File: src/rtl/game_sequencer.sv
// Frame-level sequencer: title/play/over FSM, pipe-then-bird renderer handshake, hit latch, BCD score.
// Optional GAME_SEQ_GODMODE_EN: collisions are ignored and play never ends.
module game_sequencer #(
    parameter int FRAME_DIV = 1
) (
    input  logic       clk,
    input  logic       resetGame_n,
    input  logic [9:0] x,
    input  logic [8:0] y,
    input  logic       start_btn,
    input  logic       flap_btn,
    input  logic       collide,
    input  logic       pipe_pass,
    input  logic       pipefinish,
    input  logic       birdfinish,
    output logic       updatepipe,
    output logic       updatebird,
    output logic       flap,
    output logic       resetPlay,
    output logic [1:0] game_state,
    output logic [7:0] score
);

    typedef enum logic [3:0] {
        S_IDLE, S_START, S_WAIT_FRAME, S_PIPE_REQ, S_PIPE_REL,
        S_BIRD_REQ, S_BIRD_REL, S_CHECK, S_OVER
    } state_t;

    localparam logic [3:0] DIV_LAST = 4'(FRAME_DIV - 1);

    state_t     state_q, state_d;
    logic [3:0] div_cnt_q, div_cnt_d;
    logic [7:0] score_q, score_d;
    logic       hit_q, hit_d;
    logic       flap_pending_q, flap_pending_d;
    logic       start_btn_q, flap_btn_q;
    logic       updatepipe_q, updatepipe_d;
    logic       updatebird_q, updatebird_d;
    logic       flap_q, flap_d;
    logic       reset_play_q, reset_play_d;
    logic [1:0] game_state_q, game_state_d;

    logic eof, start_rise, flap_rise, playing, in_window, flap_clear;

    function automatic logic [7:0] bcd_inc(input logic [7:0] v);
        if (v == 8'h99)
            return 8'h99;
        else if (v[3:0] == 4'd9)
            return {v[7:4] + 4'd1, 4'd0};
        else
            return {v[7:4], v[3:0] + 4'd1};
    endfunction

    always_comb begin
        eof        = (x == 10'd639) && (y == 9'd479);
        start_rise = start_btn & ~start_btn_q;
        flap_rise  = flap_btn & ~flap_btn_q;
        playing    = (state_q != S_IDLE) && (state_q != S_OVER);
        in_window  = playing && (state_q != S_START);

        state_d    = state_q;
        div_cnt_d  = div_cnt_q;
        score_d    = score_q;
        hit_d      = hit_q;
        flap_clear = 1'b0;

        case (state_q)
            S_IDLE, S_OVER: if (start_rise) state_d = S_START;
            S_START: begin
                state_d    = S_WAIT_FRAME;
                div_cnt_d  = 4'd0;
                score_d    = 8'h00;
                hit_d      = 1'b0;
                flap_clear = 1'b1;
            end
            S_WAIT_FRAME: begin
                if (eof) begin
                    if (div_cnt_q == DIV_LAST) begin
                        div_cnt_d = 4'd0;
                        state_d   = S_PIPE_REQ;
                    end else begin
                        div_cnt_d = div_cnt_q + 4'd1;
                    end
                end
            end
            S_PIPE_REQ: if (pipefinish) state_d = S_PIPE_REL;
            S_PIPE_REL: if (!pipefinish) state_d = S_BIRD_REQ;
            S_BIRD_REQ: begin
                if (birdfinish) begin
                    state_d    = S_BIRD_REL;
                    flap_clear = 1'b1;
                end
            end
            S_BIRD_REL: if (!birdfinish) state_d = S_CHECK;
            S_CHECK:    state_d = hit_q ? S_OVER : S_WAIT_FRAME;
            default:    state_d = S_IDLE;
        endcase

`ifndef GAME_SEQ_GODMODE_EN
        if (in_window && collide) hit_d = 1'b1;
`endif
        if (in_window && pipe_pass) score_d = bcd_inc(score_q);

        // A flap edge landing on the clearing cycle must not be lost.
        if (flap_rise && playing)
            flap_pending_d = 1'b1;
        else if (flap_clear)
            flap_pending_d = 1'b0;
        else
            flap_pending_d = flap_pending_q;

        updatepipe_d = (state_d == S_PIPE_REQ);
        updatebird_d = (state_d == S_BIRD_REQ);
        flap_d       = (state_d == S_BIRD_REQ) && flap_pending_d;
        reset_play_d = (state_d == S_START);
        if (state_d == S_IDLE)
            game_state_d = 2'd0;
        else if (state_d == S_OVER)
            game_state_d = 2'd2;
        else
            game_state_d = 2'd1;
    end

    always_ff @(posedge clk or negedge resetGame_n) begin
        if (!resetGame_n) begin
            state_q        <= S_IDLE;
            div_cnt_q      <= 4'd0;
            score_q        <= 8'h00;
            hit_q          <= 1'b0;
            flap_pending_q <= 1'b0;
            start_btn_q    <= 1'b0;
            flap_btn_q     <= 1'b0;
            updatepipe_q   <= 1'b0;
            updatebird_q   <= 1'b0;
            flap_q         <= 1'b0;
            reset_play_q   <= 1'b0;
            game_state_q   <= 2'd0;
        end else begin
            state_q        <= state_d;
            div_cnt_q      <= div_cnt_d;
            score_q        <= score_d;
            hit_q          <= hit_d;
            flap_pending_q <= flap_pending_d;
            start_btn_q    <= start_btn;
            flap_btn_q     <= flap_btn;
            updatepipe_q   <= updatepipe_d;
            updatebird_q   <= updatebird_d;
            flap_q         <= flap_d;
            reset_play_q   <= reset_play_d;
            game_state_q   <= game_state_d;
        end
    end

    assign updatepipe = updatepipe_q;
    assign updatebird = updatebird_q;
    assign flap       = flap_q;
    assign resetPlay  = reset_play_q;
    assign game_state = game_state_q;
    assign score      = score_q;

endmodule

File: config.mk
export PLATFORM = sky130hd
export DESIGN_NAME = game_sequencer
export DESIGN_NICKNAME = d
export VERILOG_FILES = /design/src/rtl/game_sequencer.sv
export SDC_FILE = /design/constraint.sdc
export NUM_CORES = 1
export LEC_CHECK = 0
export CAP_MARGIN = 20
export CORE_MARGIN = 1
export CORE_UTILIZATION = 30
export DETAILED_ROUTE_END_ITERATION = 6
export SLEW_MARGIN = 5
export SYNTH_ARGS = -nofsm -noshare
export SYNTH_HDL_FRONTEND = slang
export SYNTH_SLANG_ARGS = --single-unit
File: constraint.sdc
create_clock -name clk -period 1.8 [get_ports clk]
set_input_delay 0.36 -clock clk [delete_from_list [all_inputs] [get_ports clk]]
set_output_delay 0.36 -clock clk [all_outputs]
set_load 0.01 [all_outputs]
# Yosys cells after proc, flatten, opt, wreduce, memory -nomap -nowiden

Cells that the tools add are included.

Register bits after elaboration: 26
Output and inout bits: 14

Add/sub/neg operators: 3
Eq/ne operators: 20
Multiplexer cells: 24
Bitwise gates (word level): 4
Reduce and logical (&&, ||, !) cells: 17

Operators with widths:

| operator                                               | count |
|---|---|
| two-way mux 4 bit                                      | 10 |
| two-way mux 8 bit                                      | 4 |
| one-hot mux 4 bit (8 select lines)                     | 1 |
| == test 4 x 3 -> 1 bit (second input constant)         | 5 |
| adder 4 x 1 -> 4 bit (second input constant)           | 3 |
| == test 4 x 2 -> 1 bit (second input constant)         | 3 |
| == test 4 bit (second input constant)                  | 3 |
| logical NOT 4 bit                                      | 3 |
| == test 10 bit (second input constant)                 | 1 |
| == test 9 bit (second input constant)                  | 1 |
| == test 4 x 1 -> 1 bit (second input constant)         | 2 |
| == test 8 bit (second input constant)                  | 1 |
| one-hot mux 4 bit (2 select lines)                     | 1 |
| logical AND 1 bit                                      | 7 |
| nonzero test 2 bit                                     | 3 |
| two-way mux 1 bit                                      | 5 |
| two-way mux 2 bit                                      | 2 |
| inequality test 4 x 1 -> 1 bit (second input constant) | 1 |
| inequality test 4 bit (second input constant)          | 1 |
| AND reduction 2 bit                                    | 2 |
| nonzero test 4 bit                                     | 1 |
| inequality test 3 x 1 -> 1 bit (second input constant) | 1 |
| bitwise AND 1 bit                                      | 2 |
| inequality test 2 bit (second input constant)          | 1 |
| other kinds (3)                                        | 4 |

# Depth between registers and ports, before layout

Depth in word-level cells: 7
Mapped depth: 6
Depth with buffers taken out: 6

# Worst setup path before layout

No wires, ideal clock.

Path type: register to register
Start point: register state_q[3]
End point: register div_cnt_q[3]
Setup time: 0.131 ns
Data arrival time: 1.636 ns
Data required time: 1.669 ns
Setup slack: 0.033 ns
Stages on the path, launching flop included: 6
Clock period less this slack: 1.767 ns
Cells stage by stage: dfrtp_1 buf_6 or4b_2 nand2_1 nor2_1 or3_1

Word-level cells in the longest chain between the ends: 3
Elaborated cells between the ends (all ways): 6
Those cells by class: eq/ne (3); mux (1); reduce/logical (2)

Ends and longest elaborated chain:

| item                                                                  | RTL line | text |
|---|---|---|
| from (decl)                                                           | 31       | `state_t state_q, state_d;` |
| from (signal assigned)                                                | 139      | `state_q <= state_d;` |
| == test 4 x 2 -> 1 bit or == test 4 x 1 -> 1 bit (tied branches)      | 67       | `case (state_q)` |
| inequality test 2 bit (no line) or nonzero test 2 bit (tied branches) | -        |  |
| AND reduction 2 bit (no line)                                         | -        |  |
| to (signal assigned)                                                  | 140      | `div_cnt_q <= div_cnt_d;` |
| to (decl)                                                             | 32       | `logic [3:0] div_cnt_q, div_cnt_d;` |

Several ways; a longest one is shown, not always the timed one.
A chain may end at the register's enable or synchronous reset.

# Final worst setup path

Start point: register state_q[3]
End point: register score_q[6] (netlist: score[6])

Word-level cells in the longest chain between the ends: 6
Elaborated cells between the ends (all ways): 11
Those cells by class: eq/ne (4); mux (1); reduce/logical (6)

Ends and longest elaborated chain:

| item                                                                           | RTL line | text |
|---|---|---|
| inequality test 4 bit or nonzero test 4 bit (tied branches)                    | 58       | `playing = (state_q != S_IDLE) && (state_q != S_OVER);` |
| logical AND 1 bit                                                              | 58       |  |
| logical AND 1 bit                                                              | 59       | `in_window = playing && (state_q != S_START);` |
| logical AND 1 bit                                                              | 102      | `if (in_window && pipe_pass) score_d = bcd_inc(score_q);` |
| inequality test 3 x 1 -> 1 bit (no line) or nonzero test 2 bit (tied branches) | -        |  |
| AND reduction 2 bit (no line)                                                  | -        |  |
| to (signal assigned)                                                           | 141      | `score_q <= score_d;` |
| to (decl)                                                                      | 33       | `logic [7:0] score_q, score_d;` |

Several ways; a longest one is shown, not always the timed one.

==> flow_metrics.tcl <==
set metrics [dict create \
    status "finished with violations" \
    violations "DRC" \
    critPathBufInv 1 \
    final_cell_mix "clkdlybuf4s50_1 (40), dfrtp_1 (25), nand2_1 (12), buf_4 (11), o21ai_0 (8)" \
    ys_types 46 \
    area_delta_synth_final_pct 43.2 \
    fill_cells 427 \
    grt_max_degree 27 \
    hold_viol 0 \
    grt_use_met1_pct 16.9 \
    slowest_delay_ns 0.42 \
    drc_errors 14 \
    critPathTopFamily "compound AO/OA/AOI/OAI gates" \
    tightest_slew_ns 0.466 \
    viasPerCell 5.09 \
    cts_hold_buf 0 \
    first_pass_iters 6 \
    layout.nets 227 \
    synth-warning-count 0 \
    irDropWorstVdd_mv 0.778 \
    root_buffer "clkbuf_8" \
    leakage_nw 0.875 \
    period_needed_ns 1.73 \
    design_area_um2 2030 \
    antenna_found_initial 0 \
    cts_tree "done" \
    worstSetupEndpointType "register" \
    portBuffers 40 \
    cp_slowest_cell "dfrtp_1" \
    chipWidth_um 70.7 \
    finalSetupTns_ns 0 \
    grt_use_total_pct 13.4 \
    power_density_nw_per_um2 1150 \
    placed_cell_area_um2 1940 \
    r2r-start "state_q[3]" \
    row_count 24 \
    worstPathCellList "buf_4 -> a211o_1 -> nand3_1 -> nand2b_4 -> a221o_1" \
    rrSetupSlack_ns 0.07 \
    dp_slack_ns -0.0724 \
    io_pins 41 \
    dr_total_vias 1248 \
    grt.busiest_layer "met2" \
    cts.path.max_buffers 2 \
    clock_sinks 26 \
    hpwl_um 2300 \
    grt_pass1_vias 1176 \
    wirelength_um 3150 \
    max_slew_margin_pct 68.1 \
    worstPathRequired_ns 1.96 \
    die-area_um2 5000 \
    fin_util_pct 45.6 \
    drv_slew 0 \
    holdWs_ns 0.453 \
    core_um2 4440 \
    grt_overflow_total 0 \
    fin_ws_ns 0.0700 \
    numCtsBuffers 3 \
    initial_core_util_pct 31.9 \
    clk_pin_slew_ns 0.09 \
    drive_gt1_share_pct 13.0 \
    place.gp.congestion 0.885 \
    layout_commonest_cell "clkdlybuf4s50_1" \
    crit_start "state_q[3]" \
    synth_area_um2 1420 \
    finalCritPeriodShare_pct 96.1 \
    syn_avg_cell_area_um2 9.97 \
    met2_usage_pct 21.5 \
    crit_path_start_kind "register" \
    reg2reg_to "score[6]" \
    criticalPathCategory "register to register" \
    fmax_ghz 0.578 \
    cts_max_level 1 \
    crit_arrival_ns 1.89 \
    cp_max_fo 9 \
    ant_nets 0 \
    rsz0062_at_grt "yes" \
    postSynthNetCount 175 \
    groute.layer.met3.usage_pct 4.84 \
    cap_viol_max_count 0 \
    fp.dieH_um 70.7 \
    rr_worst_depth 5 \
    finClkSkew_ns 0.00224 \
    antenna_cells 0 \
    synth_cells 142 \
    wl_per_cell_um 12.9 \
    min-delay-path-class "primary input to asynchronous set/reset pin" \
    ys_seq_area_share_pct 45.9 \
    grt_pass1_wl_um 5360 \
    setup_violations 0 \
    clkLatencyLatePin_ns 0.27 \
    first_iter_violations 80 \
    synth_seq_cells 26 \
]
-- cells by family after synthesis --
family | after synthesis | share of synthesized area, %
mux | 3 | 2.12
xor+xnor | 1 | 0.618
simple gates | 66 | 28.0
compound gates | 29 | 14.4
buf+inv | 11 | 3.62
fa+ha+maj | 6 | 5.30
flops | 26 | 45.9
-- cells in the mapped netlist, drive strengths merged --
master | n | share of area (%)
dfrtp | 26 | 46
nor4 | 2 | 1.9
nor3b | 3 | 1.6
and3b | 1 | 0.62
clkbuf | 1 | 0.26
nand2 | 14 | 3.7
a2111oi | 2 | 1.2
nor2 | 7 | 1.9
a21oi | 1 | 0.35
o22ai | 1 | 0.44
or2 | 1 | 0.44
and3 | 2 | 0.88
mux2i | 3 | 2.1
o2bb2ai | 2 | 1.2
nand3 | 6 | 2.1
a221o | 1 | 0.71
or4b | 2 | 1.7
o21ai | 9 | 3.2
a211o | 1 | 0.62
nand3b | 3 | 1.6
nand4b | 3 | 1.9
ha | 6 | 5.3
nor3 | 4 | 1.4
xnor2 | 1 | 0.62
buf | 3 | 1.5
nand2b | 5 | 2.2
o22a | 1 | 0.62
and2b | 1 | 0.53
o2111ai | 1 | 0.62
a31o | 1 | 0.62
a21o | 1 | 0.53
a31oi | 2 | 0.88
o31ai | 1 | 0.53
or3b | 1 | 0.62
or4 | 1 | 0.53
a22o | 2 | 1.2
nor2b | 5 | 2.2
o211ai | 1 | 0.53
or3 | 1 | 0.44
nand4 | 3 | 1.3
o21bai | 2 | 1.1
and2 | 1 | 0.44
inv | 7 | 1.9
-- layer usage --
| layer | share of wire [%] | vias to the layer above | wire length (µm) |
|---|---|---|---|
| met5 | 0 | - | 0 |
| li1 | - | 618 | - |
| met4 | 1.9 | 0 | 60 |
| met2 | 44 | 50 | 1400 |
| met3 | 8.3 | 8 | 261 |
| met1 | 45 | 572 | 1430 |
-- power breakdown --
| group | internal (mW) | total [mW] | switching [mW] |
|---|---|---|---|
| combinational | 0.540 | 1.02 | 0.482 |
| clock | 0.298 | 0.485 | 0.187 |
| sequential | 0.719 | 0.826 | 0.107 |
| total | 1.56 | 2.33 | 0.777 |
-- layout make-up --
| class | instances | area, µm² | share of cell area, % |
|---|---|---|---|
| inverters | 7 | 26.3 | 1.30 |
| repair buffers | 51 | 483 | 23.8 |
| flip-flops and latches | 26 | 652 | 32.1 |
| well taps | 52 | 65.1 | 3.21 |
| clock buffers | 3 | 41.3 | 2.04 |
| multi-input cells | 105 | 731 | 36.0 |
| clock inverters | 1 | 30.0 | 1.48 |
-- sequential cells by signal (all words and copies together), names as in the netlist --
signal and cells:
div_cnt_q 4, flap 1, flap_btn_q 1, flap_pending_q 1
game_state 2, hit_q 1, resetPlay 1, score 8
start_btn_q 1, state_q 4, updatebird 1, updatepipe 1
-- how the worst max path moves through the flow --
stage / end / cells past startpoint
3_3_place_gp: div_cnt_q[3] / 5
6_report: score[6] / 5
5_1_grt: div_cnt_q[3] / 4
2_1_floorplan: div_cnt_q[3] / 5
3_5_place_dp: div_cnt_q[3] / 5
4_1_cts: div_cnt_q[3] / 4
-- through the flow --
step	power, mW	instances
after CTS	2.33	245
after global routing	2.51	245
after detailed placement	1.82	241
after floorplan	1.39	142
after global placement	1.79	241
final	2.33	245
-- what timing repair did --
action                     in CTS  in global routing
setup endpoints to repair       0                  9
resized for setup               0                  6
setup buffers                   0                  0
No activity file was read; power rests on OpenSTA's default activity.
